[config.mk]
export PLATFORM = sky130hd
export DESIGN_NAME = testbasic23_sink_flat
export DESIGN_NICKNAME = d
export VERILOG_FILES = /design/src/rtl/testbasic23_sink_pkg.sv /design/src/rtl/testbasic23_sink_if.sv /design/src/rtl/testbasic23_sink.sv /design/src/flat_wrapper.sv
export SDC_FILE = /design/constraint.sdc
export NUM_CORES = 1
export LEC_CHECK = 0
export ABC_CLOCK_PERIOD_IN_PS = 3500
export CAP_MARGIN = 25
export CORE_UTILIZATION = 26
export DETAILED_ROUTE_END_ITERATION = 16
export MAX_ROUTING_LAYER = met4
export PLACE_DENSITY = 0.58
export SYNTH_ARGS = -nofsm -noshare
export SYNTH_HDL_FRONTEND = slang
export SYNTH_SLANG_ARGS = --single-unit
[constraint.sdc]
create_clock -name clk -period 3.5 [get_ports clk]
set_clock_uncertainty 0.1 [all_clocks]
set_input_delay 0.7 -clock clk [delete_from_list [all_inputs] [get_ports clk]]
set_output_delay 0.7 -clock clk [all_outputs]
set_load 0.02 [all_outputs]
[src/rtl/testbasic23_sink_pkg.sv]
// Shared types, constants and the sum/saturate helper for the TestBasic23 sink.
package testbasic23_sink_types;

  localparam int unsigned DATA_W = 32;
  localparam int unsigned SUM_W  = 34;

  localparam logic [DATA_W-1:0] INT_MAX = 32'h7FFF_FFFF;
  localparam logic [DATA_W-1:0] INT_MIN = 32'h8000_0000;

  typedef enum logic [1:0] {
    SEC_RD_U,
    SEC_RD_S,
    SEC_WR
  } Sections_sink;

  // Unsigned + signed in 34 bits; the top three bits agree exactly when the result fits an int32.
  function automatic logic [DATA_W-1:0] sat_add(input logic [DATA_W-1:0] val_unsigned,
                                                 input logic [DATA_W-1:0] val_signed,
                                                 input logic              saturate);
    logic signed [SUM_W-1:0] s;
    s = $signed({2'b00, val_unsigned}) + $signed({{2{val_signed[DATA_W-1]}}, val_signed});
    sat_add = s[DATA_W-1:0];
    if (saturate) begin
      if (!s[SUM_W-1] && (s[SUM_W-2:DATA_W-1] != 2'b00)) begin
        sat_add = INT_MAX;
      end else if (s[SUM_W-1] && (s[SUM_W-2:DATA_W-1] != 2'b11)) begin
        sat_add = INT_MIN;
      end
    end
  endfunction

endpackage

[src/rtl/testbasic23_sink_if.sv]
// Sync/notify handshake bundle between the TestBasic23 producer, sink and downstream consumer.
interface testbasic23_sink_if #(
  parameter int unsigned COUNT_W = 8
);
  import testbasic23_sink_types::*;

  logic [DATA_W-1:0]  b_in;
  logic               b_in_sync;
  logic               b_in_notify;
  logic [DATA_W-1:0]  b_in2;
  logic               b_in2_sync;
  logic               b_in2_notify;
  logic [DATA_W-1:0]  sum_out;
  logic               sum_out_sync;
  logic               sum_out_notify;
  logic [COUNT_W-1:0] count_out;

  modport master (
    output b_in, b_in_sync, b_in2, b_in2_sync, sum_out_sync,
    input  b_in_notify, b_in2_notify, sum_out, sum_out_notify, count_out
  );

  modport slave (
    input  b_in, b_in_sync, b_in2, b_in2_sync, sum_out_sync,
    output b_in_notify, b_in2_notify, sum_out, sum_out_notify, count_out
  );
endinterface

[src/rtl/testbasic23_sink.sv]
// TestBasic23 sink: reads an unsigned then a signed word, emits their (optionally
// saturated) sum and counts completed result transfers.
module testbasic23_sink
  import testbasic23_sink_types::*;
#(
  parameter int unsigned COUNT_W  = 8,
  parameter bit          SATURATE = 1'b0
) (
  input logic               clk,
  input logic               rst,
  testbasic23_sink_if.slave bus
);

  Sections_sink       state_q, state_d;
  logic [DATA_W-1:0]  val_unsigned_q, val_unsigned_d;
  logic [DATA_W-1:0]  sum_q, sum_d;
  logic [COUNT_W-1:0] count_q, count_d;
  logic               b_in_notify_q, b_in_notify_d;
  logic               b_in2_notify_q, b_in2_notify_d;
  logic               sum_notify_q, sum_notify_d;

  // Next-state: a port transfers only when its own notify is high, so stray syncs fall through.
  always_comb begin
    state_d        = state_q;
    val_unsigned_d = val_unsigned_q;
    sum_d          = sum_q;
    count_d        = count_q;
    b_in_notify_d  = b_in_notify_q;
    b_in2_notify_d = b_in2_notify_q;
    sum_notify_d   = sum_notify_q;

    unique case (state_q)
      SEC_RD_U: begin
        if (b_in_notify_q && bus.b_in_sync) begin
          val_unsigned_d = bus.b_in;
          b_in_notify_d  = 1'b0;
          b_in2_notify_d = 1'b1;
          state_d        = SEC_RD_S;
        end
      end
      SEC_RD_S: begin
        if (b_in2_notify_q && bus.b_in2_sync) begin
          sum_d          = sat_add(val_unsigned_q, bus.b_in2, SATURATE);
          b_in2_notify_d = 1'b0;
          sum_notify_d   = 1'b1;
          state_d        = SEC_WR;
        end
      end
      SEC_WR: begin
        if (sum_notify_q && bus.sum_out_sync) begin
          sum_notify_d  = 1'b0;
          count_d       = count_q + COUNT_W'(1);
          b_in_notify_d = 1'b1;
          state_d       = SEC_RD_U;
        end
      end
      default: begin
        state_d        = SEC_RD_U;
        b_in_notify_d  = 1'b1;
        b_in2_notify_d = 1'b0;
        sum_notify_d   = 1'b0;
      end
    endcase
  end

  always_ff @(posedge clk or posedge rst) begin
    if (rst) begin
      state_q        <= SEC_RD_U;
      val_unsigned_q <= '0;
      sum_q          <= '0;
      count_q        <= '0;
      b_in_notify_q  <= 1'b1;
      b_in2_notify_q <= 1'b0;
      sum_notify_q   <= 1'b0;
    end else begin
      state_q        <= state_d;
      val_unsigned_q <= val_unsigned_d;
      sum_q          <= sum_d;
      count_q        <= count_d;
      b_in_notify_q  <= b_in_notify_d;
      b_in2_notify_q <= b_in2_notify_d;
      sum_notify_q   <= sum_notify_d;
    end
  end

  assign bus.b_in_notify    = b_in_notify_q;
  assign bus.b_in2_notify   = b_in2_notify_q;
  assign bus.sum_out        = sum_q;
  assign bus.sum_out_notify = sum_notify_q;
  assign bus.count_out      = count_q;

endmodule

[src/flat_wrapper.sv]
// flat-port wrapper written by rule: the top's interface ports become plain ports
module testbasic23_sink_flat import testbasic23_sink_types::*;
#(
  parameter int unsigned COUNT_W  = 8,
  parameter bit          SATURATE = 1'b0
)
  (clk, rst, bus_b_in, bus_b_in_sync, bus_b_in2, bus_b_in2_sync, bus_sum_out_sync, bus_b_in_notify, bus_b_in2_notify, bus_sum_out, bus_sum_out_notify, bus_count_out);
  testbasic23_sink_if #(.COUNT_W(COUNT_W)) bus_i ();
  input logic clk;
  input logic rst;
  input wire logic [$bits(bus_i.b_in)-1:0] bus_b_in;
  input wire logic [$bits(bus_i.b_in_sync)-1:0] bus_b_in_sync;
  input wire logic [$bits(bus_i.b_in2)-1:0] bus_b_in2;
  input wire logic [$bits(bus_i.b_in2_sync)-1:0] bus_b_in2_sync;
  input wire logic [$bits(bus_i.sum_out_sync)-1:0] bus_sum_out_sync;
  output wire logic [$bits(bus_i.b_in_notify)-1:0] bus_b_in_notify;
  output wire logic [$bits(bus_i.b_in2_notify)-1:0] bus_b_in2_notify;
  output wire logic [$bits(bus_i.sum_out)-1:0] bus_sum_out;
  output wire logic [$bits(bus_i.sum_out_notify)-1:0] bus_sum_out_notify;
  output wire logic [$bits(bus_i.count_out)-1:0] bus_count_out;
  assign bus_i.b_in = bus_b_in;
  assign bus_i.b_in_sync = bus_b_in_sync;
  assign bus_i.b_in2 = bus_b_in2;
  assign bus_i.b_in2_sync = bus_b_in2_sync;
  assign bus_i.sum_out_sync = bus_sum_out_sync;
  assign bus_b_in_notify = bus_i.b_in_notify;
  assign bus_b_in2_notify = bus_i.b_in2_notify;
  assign bus_sum_out = bus_i.sum_out;
  assign bus_sum_out_notify = bus_i.sum_out_notify;
  assign bus_count_out = bus_i.count_out;
  testbasic23_sink #(.COUNT_W(COUNT_W), .SATURATE(SATURATE)) u_core (.clk(clk), .rst(rst), .bus(bus_i));
endmodule
==> summary.md <==
| Metric | Value |
|---|---|
| Routed vias | `3993` |
| Sequential area share after synthesis | `0.415` |
| H-tree depth | `3` |
| Clock Root Buffer | `clkbuf_16` |
| Mapped cell area | `4650 µm²` |
| Relative slew slack | `0.561` |
| Most numerous cell in the Yosys netlist | `dfrtp_1` |
| Number of global-route vias before repair | `4117` |
| Num CTS Buffers | `9` |
| Req. time, crit path | `3.63 ns` |
| Port bufs | `111` |
| Largest net degree at the start of global routing | `61` |
| First-pass GRT wire length | `21000 µm` |
| PnR worst setup slack | `0.438 ns` |
| Dpl ws | `0.0892 ns` |
| Die H | `136 µm` |
| Mean Syn Cell Area | `9.75 µm²` |
| Grt ovf | `0` |
| CTS tree | `built` |
| Final hold violation count | `0` |
| Main synth FF type | `dfrtp_1` |
| ANT nets after route | `0` |
| Minimum clock period | `3.06 ns` |
| # Post-CTS Setup Buffers | `0` |
| Wire per inst | `15.6 µm` |
| RSZ-0062 raised after global routing | `false` |
| Die span in x | `136 µm` |
| CTS hold repair buffers | `0` |
| Post-cts resize count | `0` |
| Peak VDD IR | `0.000229 V` |
| Status | `finished clean` |
| CORE AREA | `17400 µm²` |
| Fraction of registers with async set/reset | `1.00` |
| Setup crit start kind | `input port` |
| Die area | `18400 µm²` |
| Vias per inst | `4.85` |
| Ports | `112` |
| Distinct cells, synth | `58` |
| Final Setup Violations | `0` |
| Nets | `695` |
| Area grow syn2layout | `38.6%` |
| Crit Path Max Fanout | `3` |
| Final Max Slew Viols | `0` |
| DRC | `0` |
| Tcrit/Tclk final | `0.875` |
| Drt pass-1 iters | `4` |
| Clk sinks | `77` |
| Clock insertion delay at the later pin of the skew report | `0.35 ns` |
| Worst endpoint data arrival time | `3.19 ns` |
| Clock transition at the registers of the reported paths | `0.06 ns` |
| Number of enable flip-flop cells after synthesis | `0` |
| Max Root-Sink Buffers | `2` |
| Maxcap violations | `0` |
| Setup Total Neg Slack | `0 ns` |
| Dominant cell type by area after synthesis | `dfrtp_1` |
| Antenna violations before repair | `0` |
| Ratio of cells with drive above 1 in the final layout | `0.129` |
| Synth cell count leaders | `dfrtp_1 (76), nand2_1 (66), o21ai_0 (43)` |
| Critical Path Sink Type | `register` |
| Pleak | `2.85 nW` |
| Fill cell count | `1716` |
| Post-synth top area share | `0.409` |
| Total track usage | `0.153` |
| Crit Path Category | `in2reg` |
| Drt total wl | `12800 µm` |
| Cell Pwr Density | `335 nW/µm²` |
| Hold Crit Class | `reg2reg` |
| Yosys reg bits | `77` |
| Initial Util | `0.268` |
| Least-Margin Pin Slew | `0.658 ns` |
| Post-synth net total | `579` |
| DRT iter0 DRCs | `247` |
| Area contributors post-synth | `dfrtp_1 (41%), ha_1 (8.6%), mux2_2 (8.0%)` |
| Fmax | `327 MHz` |
| Synthesis Warnings | `0` |
| Antenna Cells | `0` |
| FP Rows | `48` |
| Synth Instances | `477` |
| GPL Wtd Cong | `0.838` |
| Hpwl dp | `10100 µm` |
==> critical path, cell delays in order <==
cell             delay [ns]
clkdlybuf4s50_1        0.41
ha_1                   0.24
fa_1                   0.44
a211oi_1               0.31
o21bai_1               0.17
a21o_2                 0.24
a21boi_2               0.14
o21ai_0                0.15
a221o_2                0.39
==> flip-flops by register name, summed over array words and instances (netlist names) <==
register / cells
u_core.bus.b_in2_notify: 1
u_core.state_q: 2
u_core.bus.count_out: 8
u_core.bus.b_in_notify: 1
u_core.bus.sum_out_notify: 1
u_core.val_unsigned_q: 32
u_core.bus.sum_out: 32
==> per-stage QoR <==
| stage | util | hold WS [ns] | cell area [µm²] | cells | total power, mW |
|---|---|---|---|---|---|
| global route | 0.371 | 0.407 | 6450 | 823 | 2.24 |
| floorplan | - | 0.385 | 4650 | 477 | 0.982 |
| finish | 0.371 | 0.368 | 6450 | 823 | 2.16 |
| global placement | 0.352 | 0.356 | 6110 | 807 | 1.09 |
| CTS | 0.371 | 0.375 | 6450 | 823 | 2.20 |
| detailed placement | 0.352 | 0.362 | 6110 | 807 | 1.09 |
==> per-layer routing <==
metal | vias up | GRT usage | wire length [µm]
li1 | 1965 | - | -
met3 | 11 | 0.0266 | 530
met4 | 0 | 0.0599 | 195
met5 | - | - | 0
met1 | 1911 | 0.201 | 6180
met2 | 106 | 0.232 | 5900
==> report_power, final <==
group	switching (mW)	total [mW]	internal, mW	leakage, nW
combinational	0.0860	0.187	0.101	1.62
sequential	0	0.890	0.890	1.07
clock	0.388	1.08	0.697	0.163
total	0.474	2.16	1.69	2.85
==> kinds of logic (layout without fill, tap and decap cells) <==
logic type / Yosys count / in the layout / synth area share
AO/OA/AOI/OAI: 144 / 144 / 0.199
AND/OR/NAND/NOR: 129 / 129 / 0.129
flip-flops: 77 / 77 / 0.415
multiplexers: 34 / 34 / 0.0821
adder cells (fa/ha/maj): 33 / 33 / 0.0904
XOR/XNOR: 33 / 33 / 0.0621
buffers and inverters: 27 / 148 / 0.0229
==> area by class of cell <==
type	instances	area, µm²	area share
Tap cell	225	282	0.0437
Sequential cell	77	1930	0.299
Multi-Input combinational cell	373	2620	0.407
Inverter	9	35.0	0.00543
Clock inverter	6	111	0.0173
Clock buffer	10	229	0.0355
Timing Repair Buffer	123	1240	0.192
==> worst paths after layout <==
check	slack [ns]	start	depth (start not counted)	endpoint
min reg2reg	0.37	u_core.bus.count_out[7]	1	u_core.bus.count_out[7]
max	0.44	bus_b_in2[0]	9	u_core.bus.sum_out[24]
max in group asynchronous	2.01	rst	3	u_core.bus.b_in_notify
min in group asynchronous	0.66	rst	2	u_core.bus.b_in2_notify
min	0.37	u_core.bus.count_out[7]	1	u_core.bus.count_out[7]
max reg2reg	0.84	u_core.val_unsigned_q[0]	8	u_core.bus.sum_out[24]
==> placed cells by master, fill, tap and decap left out, types with 8 or more instances in the layout <==
| cell type | n |
|---|---|
| mux2_2 | 33 |
| nor2_1 | 18 |
| dfrtp_1 | 76 |
| nand4_1 | 8 |
| xnor2_1 | 20 |
| o21ai_0 | 43 |
| clkbuf_16 | 9 |
| nand2_1 | 66 |
| inv_1 | 8 |
| ha_1 | 32 |
| clkdlybuf4s50_1 | 111 |
| buf_4 | 9 |
| a21oi_1 | 39 |
| xor2_1 | 13 |
Power figures use the tool's default switching activity.
